**src/rtl/sum_split.sv**
```systemverilog
// Recovers operand b from a registered (sum, a) pair: b = sum - a, with a
// 31-bit overflow flag. Two-stage valid/ready pipeline with a saturating overflow counter.
module sum_split #(
  parameter int CNT_W = 8
) (
  input  logic             clk,
  input  logic             reset,
  input  logic             in_valid,
  output logic             in_ready,
  input  logic [31:0]      in_sum,
  input  logic [30:0]      in_a,
  output logic             out_valid,
  input  logic             out_ready,
  output logic [30:0]      out_b,
  output logic             out_ovf,
  output logic [CNT_W-1:0] ovf_cnt
);

  logic             r_s1_valid;
  logic [31:0]      r_s1_sum;
  logic [30:0]      r_s1_a;
  logic             r_s2_valid;
  logic [30:0]      r_out_b;
  logic             r_out_ovf;
  logic [CNT_W-1:0] r_ovf_cnt;

  logic        w_s2_adv;
  logic        w_in_fire;
  logic        w_out_fire;
  logic        w_cnt_max;
  logic [31:0] w_diff;

  // Stage 2 can take new data when it is empty or is being drained this cycle.
  assign w_s2_adv   = !r_s2_valid || out_ready;
  assign in_ready   = !reset && (!r_s1_valid || w_s2_adv);
  assign w_in_fire  = in_valid && in_ready;
  assign w_out_fire = r_s2_valid && out_ready;
  assign w_cnt_max  = &r_ovf_cnt;
  assign w_diff     = r_s1_sum - {r_s1_a[30], r_s1_a};

  // NOTE: sequential state uses <= only, so every register samples pre-edge values
  // and the stage-1 to stage-2 hand-off needs no ordering tricks.
  always_ff @(posedge clk) begin
    if (reset) begin
      r_s1_valid <= 1'b0;
      r_s1_sum   <= '0;
      r_s1_a     <= '0;
      r_s2_valid <= 1'b0;
      r_out_b    <= '0;
      r_out_ovf  <= 1'b0;
      r_ovf_cnt  <= '0;
    end else begin
      if (w_in_fire) begin
        r_s1_valid <= 1'b1;
        r_s1_sum   <= in_sum;
        r_s1_a     <= in_a;
      end else if (w_s2_adv) begin
        r_s1_valid <= 1'b0;
      end

      if (w_s2_adv) begin
        r_s2_valid <= r_s1_valid;
        if (r_s1_valid) begin
          r_out_b   <= w_diff[30:0];
          r_out_ovf <= w_diff[31] ^ w_diff[30];
        end
      end

      if (w_out_fire && r_out_ovf && !w_cnt_max)
        r_ovf_cnt <= r_ovf_cnt + CNT_W'(1);
    end
  end

  assign out_valid = r_s2_valid;
  assign out_b     = r_out_b;
  assign out_ovf   = r_out_ovf;
  assign ovf_cnt   = r_ovf_cnt;

endmodule

```
**config.mk**
```make
export PLATFORM = sky130hd
export DESIGN_NAME = sum_split
export DESIGN_NICKNAME = d
export VERILOG_FILES = /design/src/rtl/sum_split.sv
export SDC_FILE = /design/constraint.sdc
export NUM_CORES = 1
export LEC_CHECK = 0
export BUFFER_PORTS_ARGS = -buffer_cell sky130_fd_sc_hd__buf_2
export CAP_MARGIN = 20
export CELL_PAD_IN_SITES_DETAIL_PLACEMENT = 0
export CELL_PAD_IN_SITES_GLOBAL_PLACEMENT = 1
export CORE_MARGIN = 3
export CORE_UTILIZATION = 35
export CTS_BUF_LIST = sky130_fd_sc_hd__clkbuf_16
export DETAILED_ROUTE_END_ITERATION = 8
export PLACE_DENSITY_LB_ADDON = 0.1
export SLEW_MARGIN = 20
export SYNTH_ARGS = -nofsm -noshare
export SYNTH_HDL_FRONTEND = slang
export SYNTH_SLANG_ARGS = --single-unit
```
**constraint.sdc**
```tcl
create_clock -name clk -period 4.5 [get_ports clk]
set_input_delay 0.45 -clock clk [delete_from_list [all_inputs] [get_ports clk]]
set_output_delay 0.45 -clock clk [all_outputs]
set_load 0.1 [all_outputs]
```
; Yosys cells after proc, flatten, opt, wreduce, memory -nomap -nowiden
; Cells that the tools add are included.
; Widths: inputs -> output; s select.
[word_totals]
register_bits = 105
latchBits = 0
ram_bits = 0
romBits = 0
inputBits = 67
wordCells = 26
n_memories = 0
[classes]
n_addsub = 2
multipliers = 0
div = 0
n_lt_le_gt_ge = 0
n_eq_ne = 0
shifts = 0
muxes = 2
bitwise = 1
reduce_logical = 14
[op_table]
columns = operator, n
row1 = $sub 32x32->32, 1
row2 = $add 8x1->8 const B, 1
row3 = $reduce_and 8->1, 1
row4 = $logic_and 1x1->1, 5
row5 = $logic_not 1->1, 4
row6 = $logic_or 1x1->1, 2
row7 = $mux 1, 2
row8 = $reduce_and 2->1, 1
row9 = $reduce_bool 2->1, 1
row10 = $xor 1x1->1, 1

; Longest topological paths before layout
[logic_depth]
depth_word = 6
ltp_mapped = 12

; Worst setup path after synthesis
; OpenSTA, ideal clock, no wires.
[synth_timing]
kind = reg-to-reg
from = register r_s2_valid, in the netlist out_valid
to = register r_s1_a[20]
setup_time_ps = 87
arrival_time_ps = 3645
required_ps = 4413
slack_ps = 768
stages_incl_launch_ff = 9
synth_period_minus_slack_ps = 3732
cell_sequence = dfxtp_1 nor2b_1 a21oi_1 and2_1 clkbuf_1 clkbuf_1 buf_1 nand2_1 o31ai_1
[synth_between]
elab_chain_len = 5
[synth_lines]
columns = element, line
row1 = "start, declared", 22  ; logic r_s2_valid;
row2 = "start signal, assigned", 62  ; r_s2_valid <= r_s1_valid;
row3 = $logic_not 1->1, 34  ; assign w_s2_adv = !r_s2_valid || out_ready;
row4 = $logic_or 1x1->1, 34
row5 = $logic_or 1x1->1, 35  ; assign in_ready = !reset && (!r_s1_valid || w_s2_adv);
row6 = $logic_and 1x1->1, 35
row7 = via in_ready, 9  ; output logic in_ready,
row8 = $logic_and 1x1->1, 36  ; assign w_in_fire = in_valid && in_ready;
row9 = "end signal, assigned", 56  ; r_s1_a <= in_a;
row10 = "end, declared", 21  ; logic [30:0] r_s1_a;
; The timed path passes the listed nets, and every way through them passes these cells.
; A chain may end at the register's enable or synchronous reset.

; Worst setup path in the final report
[layout_timing]
from = register r_s1_sum[0]
to = register r_out_ovf, in the netlist out_ovf
[layout_between]
elab_chain_len = 2
[layout_lines]
columns = element, line
row1 = "start, declared", 20  ; logic [31:0] r_s1_sum;
row2 = "start signal, assigned", 55  ; r_s1_sum <= in_sum;
row3 = $sub 32x32->32, 39  ; assign w_diff = r_s1_sum - {r_s1_a[30], r_s1_a};
row4 = $xor 1x1->1, 65  ; r_out_ovf <= w_diff[31] ^ w_diff[30];
row5 = "end signal, assigned", 65
row6 = "end, declared", 24  ; logic r_out_ovf;
; Every way passes these cells.

==> results_tabular.tex <==
\begin{tabular}{lr}
\hline
Metric & Value \\
\hline
\multicolumn{2}{l}{\textbf{Logic synthesis}} \\
Total number of yosys warnings & 0 \\
Most common cell in the synthesized netlist & nand2\_1 \\
Yosys cell types & 52 \\
Commonest register cell after synthesis & dfxtp\_1 \\
Post-Synthesis Cell Area & 5460 um2 \\
Synthesized netlist cell count & 680 \\
Nets in the synthesized netlist & 780 \\
Commonest cells in the netlist & 147 x nand2\_1, 105 x dfxtp\_1, 56 x a21oi\_1 \\
Leading post-synthesis cells by cell area & dfxtp\_1 38\%, nand2\_1 10\%, ha\_1 7.3\%, a21oi\_1 5.1\%, nand3b\_1 4.7\% \\
Synth async-reset ratio & 0 \\
Post-synthesis sequential element count & 105 \\
Post-synthesis cell type with the largest combined area & dfxtp\_1 \\
Mean area per synthesized cell & 8.03 um2 \\
Proportion of synthesized chip area in sequential cells & 0.385 \\
Number of synthesized flops with an enable pin & 0 \\
Top-area cell type share of the netlist area & 0.385 \\
\multicolumn{2}{l}{\textbf{Drt}} \\
Routed Wire Length & 14000 um \\
Antenna-violating nets left & 0 \\
Number of optimization iterations in the first detailed-route pass & 4 \\
Count of vias placed by the detailed router & 4779 \\
Detailed-route wire length per cell & 14.4 um \\
Drt drc & 0 \\
Number of violations reported at the end of detailed-routing iteration 0 & 279 \\
Via/cell ratio & 4.89 \\
\multicolumn{2}{l}{\textbf{GRT}} \\
Initial antenna violation count & 0 \\
Gr usage total & 0.165 \\
Number of global-route vias before repair & 4471 \\
First-pass GRT wire length & 22500 um \\
Largest net degree at the start of global routing & 96 \\
Sum of overflow across all layers after global routing & 0 \\
\multicolumn{2}{l}{\textbf{Critical path}} \\
Crit path launch & r\_s1\_sum[0] \\
Capturing element type of the critical path & flop \\
Setup crit start kind & flop \\
Worst R2R Setup Slack & 1.43 ns \\
CP delay by family, top & compound AO/OA/AOI/OAI gates \\
Slowest cell delay on critical path & 0.38 ns \\
Maximum fanout encountered on the critical timing path & 4 \\
Critical path buffers and inverters & 1 \\
Reg2Reg Launch Point & r\_s1\_sum[0] \\
CP Class & flop to flop \\
Signal arrival time at the worst endpoint & 3.33 ns \\
CP Cell Sequence & inv\_1 -> ha\_1 -> fa\_1 -> nand2b\_1 -> a21oi\_1 -> o21ai\_2 -> a21oi\_2 -> a21o\_1 -> a211oi\_4 -> xnor3\_1 -> or3\_1 -> a311oi\_1 \\
Slowest cell on the critical path & fa\_1 \\
Critical path data required time & 4.76 ns \\
\multicolumn{2}{l}{\textbf{Cells and area}} \\
Share of post-route cells with drive strength above 1 & 0.175 \\
Combined flip-flop and latch cell area & 2100 um2 \\
Area delta synth->final & 18.1\% \\
Filler-free cell count of the finished design & 977 \\
Inserted Diodes & 0 \\
Fillcell total & 1614 \\
Area used by multi-input combinational logic & 3070 um2 \\
Post-route design area & 6450 um2 \\
Final net count & 862 \\
\multicolumn{2}{l}{\textbf{Clock tree}} \\
Post-cts sizing count & 0 \\
CTS clock-pin slew for the worst setup and hold paths & 0.07 ns \\
Buffers inserted by post-CTS timing repair & 0 \\
Clock root buffer & clkbuf\_16 \\
CTS sink cnt & 105 \\
Clock latency reported for the late side of the worst-skew pair & 0.35 ns \\
CTS buffer count & 9 \\
Clock tree from TritonCTS & done \\
\# hold bufs at CTS & 0 \\
Total number of H-tree levels & 3 \\
Max Root-Sink Buffers & 2 \\
\multicolumn{2}{l}{\textbf{Placement}} \\
HPWL Detailed & 10100 um \\
Dpl cells & 962 \\
Placed inst area & 6150 um2 \\
Setup Slack @ Placement & 1.45 ns \\
Weighted congestion reported at the end of routability-driven placement & 0.865 \\
Number of I/O port buffers & 108 \\
\multicolumn{2}{l}{\textbf{Timing}} \\
Setup TNS & 0 ns \\
Slew @ Worst Pin & 0.940 ns \\
Unrepaired setup endpoints after global routing & no \\
Final Worst Setup Slack & 1.43 ns \\
Fin. max-slew vios & 0 \\
Fraction of the cycle the final worst path needs & 0.681 \\
Number of setup violations in the final report & 0 \\
Normalized max-slew margin & 0.374 \\
Worst clock skew & 0.00724 ns \\
Count of endpoints failing hold in the final timing report & 0 \\
Fmax & 0.326 GHz \\
Final Critical Period & 3.07 ns \\
\multicolumn{2}{l}{\textbf{Power and ir drop}} \\
Power share of the sequential group & 0.381 \\
Proportion of power drawn by combinational gates & 0.319 \\
Internal power of the cells & 1.77 mW \\
Clock share of power & 0.300 \\
Net Switching & 0.968 mW \\
Net switching share of the total power & 0.354 \\
Leakage power total & 2.95 nW \\
Areal power density over the cells & 424 nW/um2 \\
Maximum vdd drop & 0.190 mV \\
\multicolumn{2}{l}{\textbf{Die}} \\
Initial core utilization & 0.358 \\
Overall die height & 131 um \\
Num ports & 109 \\
Core Region & 15300 um2 \\
Die outline width & 131 um \\
Die area & 17100 um2 \\
\# rows & 45 \\
\multicolumn{2}{l}{\textbf{Outcome}} \\
Status & complete, no violations \\
\multicolumn{2}{l}{\textbf{Run}} \\
Max-cap violations & 0 \\
\multicolumn{2}{l}{\textbf{Worst hold path}} \\
Class of the worst hold path & primary input to flop \\
HP Start & in\_sum[15] \\
\hline
\end{tabular}
[layout by cell type (no fill, tap or decap), drive strengths merged, types with 10 or more instances in the layout]
cell	count
a211oi	10
a21o	17
a21oi	57
buf	113
dfxtp	105
ha	32
inv	38
nand2	147
nand2b	10
nand3b	34
nand4	11
nor2	31
o21ai	18
o31ai	34
xnor2	19
xor2	10
[metrics by stage]
| stage | hold slack [ns] | util | total power, mW |
|---|---|---|---|
| 6_report | 0.278 | 0.423 | 2.73 |
| 5_1_grt | 0.277 | 0.423 | 2.89 |
| 4_1_cts | 0.263 | 0.423 | 2.76 |
| 3_5_place_dp | 0.445 | 0.403 | 1.93 |
| 3_3_place_gp | 0.439 | 0.403 | 1.93 |
| 2_1_floorplan | 0.451 | - | 1.75 |
[area by class of cell]
class	count	area share
Clock buffer	9	0.0349
Clock inverter	6	0.0116
Inverter	37	0.0215
Multi-Input combinational cell	496	0.476
Sequential cell	105	0.326
Tap cell	211	0.0409
Timing Repair Buffer	113	0.0896
[cell families after synthesis]
| kind of cell | Yosys count | share of synthesized area |
|---|---|---|
| and+or+nand+nor | 266 | 0.232 |
| AOI/OAI and AO/OA | 165 | 0.197 |
| DFF | 105 | 0.385 |
| buffers and inverters | 79 | 0.0543 |
| adders and majority gates | 33 | 0.0770 |
| xor gates and xnor gates | 30 | 0.0506 |
| muxes | 2 | 0.00366 |
[sequential cells by signal (all words and copies together) (netlist names)]
signal	cells
r_s1_sum	32
out_b	31
r_s1_a	31
ovf_cnt	8
out_ovf	1
out_valid	1
r_s1_valid	1
[layer usage]
metal | up-vias | global-route usage | part of all wire
met2 | 97 | 0.227 | 0.39
met3 | 13 | 0.0268 | 0.040
met4 | 0 | 0.0575 | 0.015
li1 | 2503 | - | -
met1 | 2166 | 0.258 | 0.56
met5 | - | 0 | 0
[worst reg2reg max path, cell delays in order (launching register included)]
cell and delay, ns:
dfxtp_1 0.31, inv_1 0.05, ha_1 0.21, fa_1 0.38, nand2b_1 0.20, a21oi_1 0.29
o21ai_2 0.14, a21oi_2 0.18, a21o_1 0.19, a211oi_4 0.09, xnor3_1 0.35, or3_1 0.31
a311oi_1 0.26
[final timing paths]
path                   to  depth (start not counted)
max               out_ovf                         12
min          r_s1_sum[15]                          3
max reg2reg       out_ovf                         12
min reg2reg     out_b[18]                          2
[power by group through the flow]
stage	logic, mW	clock network, mW	registers, mW
global route	0.958	0.883	1.05
global placement	0.871	0	1.06
finish	0.873	0.821	1.04
detailed placement	0.873	0	1.06
floorplan	0.477	0	1.28
CTS	0.876	0.847	1.04
No activity file was read; power rests on OpenSTA's default activity.
